==> src/rtl/pnu_univ_shift_reg.sv <==
// pnu_univ_shift_reg
//   Parametrised universal shift register: hold, shift right, shift left and
//   parallel load, gated by a clock enable. A frame counter tracks consecutive
//   same-direction shifts. Each WIDTH-th shift pulses FRAME_DONE and captures
//   the completed word in FRAME. Use it as a serial-to-parallel or
//   parallel-to-serial converter.
//
// Ports
//   CLK        rising-edge clock
//   RST        asynchronous active-high reset
//   EN         clock enable; 0 holds all state, FRAME_DONE reads 0
//   MODE       00 hold, 01 shift right, 10 shift left, 11 parallel load
//   Din        serial in for right shifts (enters Q[WIDTH-1])
//   Din_L      serial in for left shifts (enters Q[0])
//   PIN        parallel load data
//   Q          register contents
//   SO_R/SO_L  serial outs, Q[0] / Q[WIDTH-1]
//   CNT        consecutive same-direction shifts in the current frame
//   FRAME_DONE one-cycle pulse after the edge that completes a frame
//   FRAME      post-shift Q captured at the last frame completion
module pnu_univ_shift_reg #(
    parameter int WIDTH = 4,
    parameter int CNT_W = $clog2(WIDTH + 1)
) (
    input  logic             CLK,
    input  logic             RST,
    input  logic             EN,
    input  logic [1:0]       MODE,
    input  logic             Din,
    input  logic             Din_L,
    input  logic [WIDTH-1:0] PIN,
    output logic [WIDTH-1:0] Q,
    output logic             SO_R,
    output logic             SO_L,
    output logic [CNT_W-1:0] CNT,
    output logic             FRAME_DONE,
    output logic [WIDTH-1:0] FRAME
);

    localparam logic [1:0] MODE_HOLD  = 2'b00;
    localparam logic [1:0] MODE_RIGHT = 2'b01;
    localparam logic [1:0] MODE_LEFT  = 2'b10;
    localparam logic [1:0] MODE_LOAD  = 2'b11;

    localparam logic [CNT_W-1:0] CNT_FULL = CNT_W'(WIDTH);
    localparam logic [CNT_W-1:0] CNT_ONE  = CNT_W'(1);

    // Direction of the shift run in progress: 0 = right, 1 = left.
    logic             dir_q;

    logic [WIDTH-1:0] q_nxt;
    logic             shift;
    logic             dir_nxt;
    logic             same_dir;
    logic [CNT_W-1:0] cnt_inc;
    logic             frame_hit;

    always_comb begin
        q_nxt   = Q;
        shift   = 1'b0;
        dir_nxt = dir_q;
        case (MODE)
            MODE_RIGHT: begin
                q_nxt   = {Din, Q[WIDTH-1:1]};
                shift   = 1'b1;
                dir_nxt = 1'b0;
            end
            MODE_LEFT: begin
                q_nxt   = {Q[WIDTH-2:0], Din_L};
                shift   = 1'b1;
                dir_nxt = 1'b1;
            end
            MODE_LOAD: q_nxt = PIN;
            default:   q_nxt = Q;
        endcase
        same_dir  = (dir_nxt == dir_q);
        cnt_inc   = CNT + CNT_ONE;
        // A direction change restarts the count at 1. WIDTH >= 2, so a
        // direction change can never complete a frame.
        frame_hit = shift && same_dir && (cnt_inc == CNT_FULL);
    end

    always_ff @(posedge CLK or posedge RST) begin
        if (RST) begin
            Q          <= '0;
            CNT        <= '0;
            FRAME_DONE <= 1'b0;
            FRAME      <= '0;
            dir_q      <= 1'b0;
        end else begin
            FRAME_DONE <= 1'b0;
            if (EN) begin
                Q <= q_nxt;
                if (MODE == MODE_LOAD) begin
                    CNT <= '0;
                end else if (shift) begin
                    if (!same_dir) begin
                        CNT   <= CNT_ONE;
                        dir_q <= dir_nxt;
                    end else if (frame_hit) begin
                        CNT        <= '0;
                        FRAME_DONE <= 1'b1;
                        FRAME      <= q_nxt;
                    end else begin
                        CNT <= cnt_inc;
                    end
                end
            end
        end
    end

    assign SO_R = Q[0];
    assign SO_L = Q[WIDTH-1];

endmodule
==> config.mk <==
export PLATFORM = sky130hd
export DESIGN_NAME = pnu_univ_shift_reg
export DESIGN_NICKNAME = d
export VERILOG_FILES = /design/src/rtl/pnu_univ_shift_reg.sv
export SDC_FILE = /design/constraint.sdc
export NUM_CORES = 1
export LEC_CHECK = 0
export BUFFER_PORTS_ARGS = -buffer_cell sky130_fd_sc_hd__buf_2
export CORE_MARGIN = 5
export CORE_UTILIZATION = 51
export DETAILED_ROUTE_END_ITERATION = 8
export GPL_TIMING_DRIVEN = 1
export PLACE_DENSITY = 0.81
export RECOVER_POWER = 50
export SLEW_MARGIN = 20
export SYNTH_ARGS = -nofsm -noshare
export SYNTH_HDL_FRONTEND = slang
export SYNTH_SLANG_ARGS = --single-unit
==> constraint.sdc <==
create_clock -name CLK -period 2.9 [get_ports CLK]
set_input_delay 0.145 -clock CLK [delete_from_list [all_inputs] [get_ports CLK]]
set_output_delay 0.145 -clock CLK [all_outputs]
set_load 0.02 [all_outputs]
==> metrics.yaml <==
fin_nets: 109
cp_num_buf_inv: 0
ys.flop_type: "dfrtp_1"
grt_pass1_wl_um: 2359
max_slew.worst_pin.slew_ps: 472.9
die_y_um: 48.24
die-area_mm2: 0.002327
fin_crit_ps: 1761
crit_type: "reg -> reg"
synth_commonest_cells: "dfrtp_1, inv_1, ha_1, nand2_1, o21ai_0"
drt_wl_total_um: 1498
yosysSeqAreaShare: 0.4362
io_pins: 25
vias: 576
grt_pass1_vias: 560
numPortBuffers: 24
rows: 13
antenna_found_initial: 0
vias_per_cell: 5.434
dp_cells: 101
power-per-cell-area_mw_per_mm2: 650.4
crit_path_end_kind: "flop"
worstSetupStartpointType: "flop"
core_area_mm2: 0.001350
crit_family: "simple AND/OR/NAND/NOR gates"
postPlaceCellArea_um2: 845.8
max_freq_ghz: 0.5680
netlist_instances: 68
cp_cell_sequence: "ha_1 -> ha_1 -> or4b_1 -> mux2_4"
cap_violations: 0
async_flop_share: 1.000
cts_tree: "yes"
post_cts_resized: 0
syn_to_final_growth_pct: 17.11
fp.dieW_um: 48.24
crit_path_top_delay_cell: "or4b_1"
post_cts_buffers: 0
clkTransAtPathRegs_ps: 80
synth_cell_type_count: 22
holdCritPathClass: "in -> reg"
finalHoldViolations: 0
clk_root_buffer_cell: "clkbuf_4"
synth_edf_count: 0
grt_max_degree: 15
diodes: 0
final_antenna_net_count: 0
maxSlewViolCount: 0
finalSetupTns_ps: 0
worst_ep_required_time_ps: 3060
clkSinkCount: 13
leakagePower_nw: 0.4674
synth-seq-cells: 13
track_usage: 0.1480
finalSetupViolations: 0
status: "complete, no violations"
start_util: 0.5524
critPathMostFrequentCell: "ha_1"
place_congestion: 0.7677
dr.pass1.iters: 5
cts_hold_buf: 1
synth_top_cell_by_area: "dfrtp_1"
syn_area_per_cell_um2: 10.97
drt_iter0_drc: 25
drt-wirelength-per-cell_um: 14.13
cp_data_arrival_time_ps: 1920
cp_max_fo: 5
slew_headroom: 0.6844
grt_overflow: 0
yosys.cell_count.top_type: "dfrtp_1"
insertion_delay_ps: 270
synth_nets: 85
stdcell_area_um2: 873.3
cts_buffers: 3
hpwlAfterDp_um: 1159
skew_ps: 6.455
synth_warnings: 0
cts_buffer_depth: 2
syn_area_um2: 745.7
synth_top_area_frac: 0.4362
final_cells: 106
drc_errors: 0
cpPeakStageDelay_ps: 590
period_share: 0.6071
cts_max_level: 1
drive_gt1_frac: 0.2747
worst_ir_drop_vdd_uv: 248.1
rsz0062_at_grt: "no"
synthTopCellsByArea: "dfrtp_1, ha_1, mux2_4, a222oi_1, mux2i_1"
-- flip-flops by register name, indices dropped and copies added (netlist names) --
register	count
Q	4
CNT	3
FRAME	4
dir_q	1
FRAME_DONE	1
-- path summary, 6_finish.rpt --
kind	slack [ps]	from	depth (start not counted)	end
worst max-delay path	1140	CNT[0]$_DFFE_PP0P_	4	FRAME[0]$_DFFE_PP0P_
worst min-delay path	210	PIN[1]	3	Q[1]$_DFFE_PP0P_
worst max register to register	1140	CNT[0]$_DFFE_PP0P_	4	FRAME[0]$_DFFE_PP0P_
worst min register to register	510	FRAME[3]$_DFFE_PP0P_	1	FRAME[3]$_DFFE_PP0P_
max in group asynchronous	2160	RST	3	Q[1]$_DFFE_PP0P_
min in group asynchronous	420	RST	3	CNT[2]$_DFFE_PP0P_
-- layer usage --
layer | up-vias | share of wire | global-route usage
li1 | 280 | - | -
met1 | 265 | 0.43 | 0.1896
met2 | 26 | 0.46 | 0.2292
met3 | 5 | 0.080 | 0.03321
met4 | 0 | 0.023 | 0.08065
met5 | - | 0 | 0
-- cells by family (layout without fill, tap and decap cells) --
group / after synthesis / in the layout / share of synthesized area
buffers and inverters: 15 / 38 / 0.09730
AO/OA/AOI/OAI: 13 / 13 / 0.1309
flip-flops: 13 / 13 / 0.4362
AND/OR/NAND/NOR: 11 / 11 / 0.07382
multiplexers: 9 / 9 / 0.1493
adder cells (fa/ha/maj): 6 / 6 / 0.1007
XOR/XNOR: 1 / 1 / 0.01175
-- power breakdown --
group	internal [W]	total (W)	switching (W)	leakage (nW)
Sequential	0.000222	0.000254	0.0000327	0.173
Combinational	0.0000873	0.000205	0.000118	0.280
Clock	0.0000533	0.000109	0.0000554	0.0150
Total	0.000362	0.000568	0.000206	0.467
-- per-stage QoR --
stage	utilization	worst slack (ps)	hold WS [ps]	total power (W)
global placement	0.6265	1085	181.3	0.0004607
floorplan	-	1127	21.96	0.0004030
CTS	0.6534	1138	205.4	0.0005800
global route	0.6469	1068	218.3	0.0006085
detailed placement	0.6265	1036	183.7	0.0004706
finish	0.6469	1139	206.3	0.0005680
-- worst min-delay path: stages --
cell and delay, ps:
buf_2 70, a222oi_1 60, o21ai_0 160
-- area by class of cell --
cell class	count	area, µm²
timing repair buffer	25	121.4
fill	118	476.7
clock buffer	4	26.28
sequential	13	325.3
inverter	9	33.78
multi-input combinational	40	347.8
tap	15	18.77
-- placed cells by master (no fill, tap or decap), types with 2 or more instances in the layout --
cell	instances
clkbuf_4	3
inv_1	9
o21ai_0	5
buf_2	17
mux2i_1	4
clkbuf_1	8
mux2_4	4
a22o_1	2
nand2_1	6
ha_1	6
dfrtp_1	13
a222oi_1	4
Note: power is estimated with default switching activity, not from simulation.
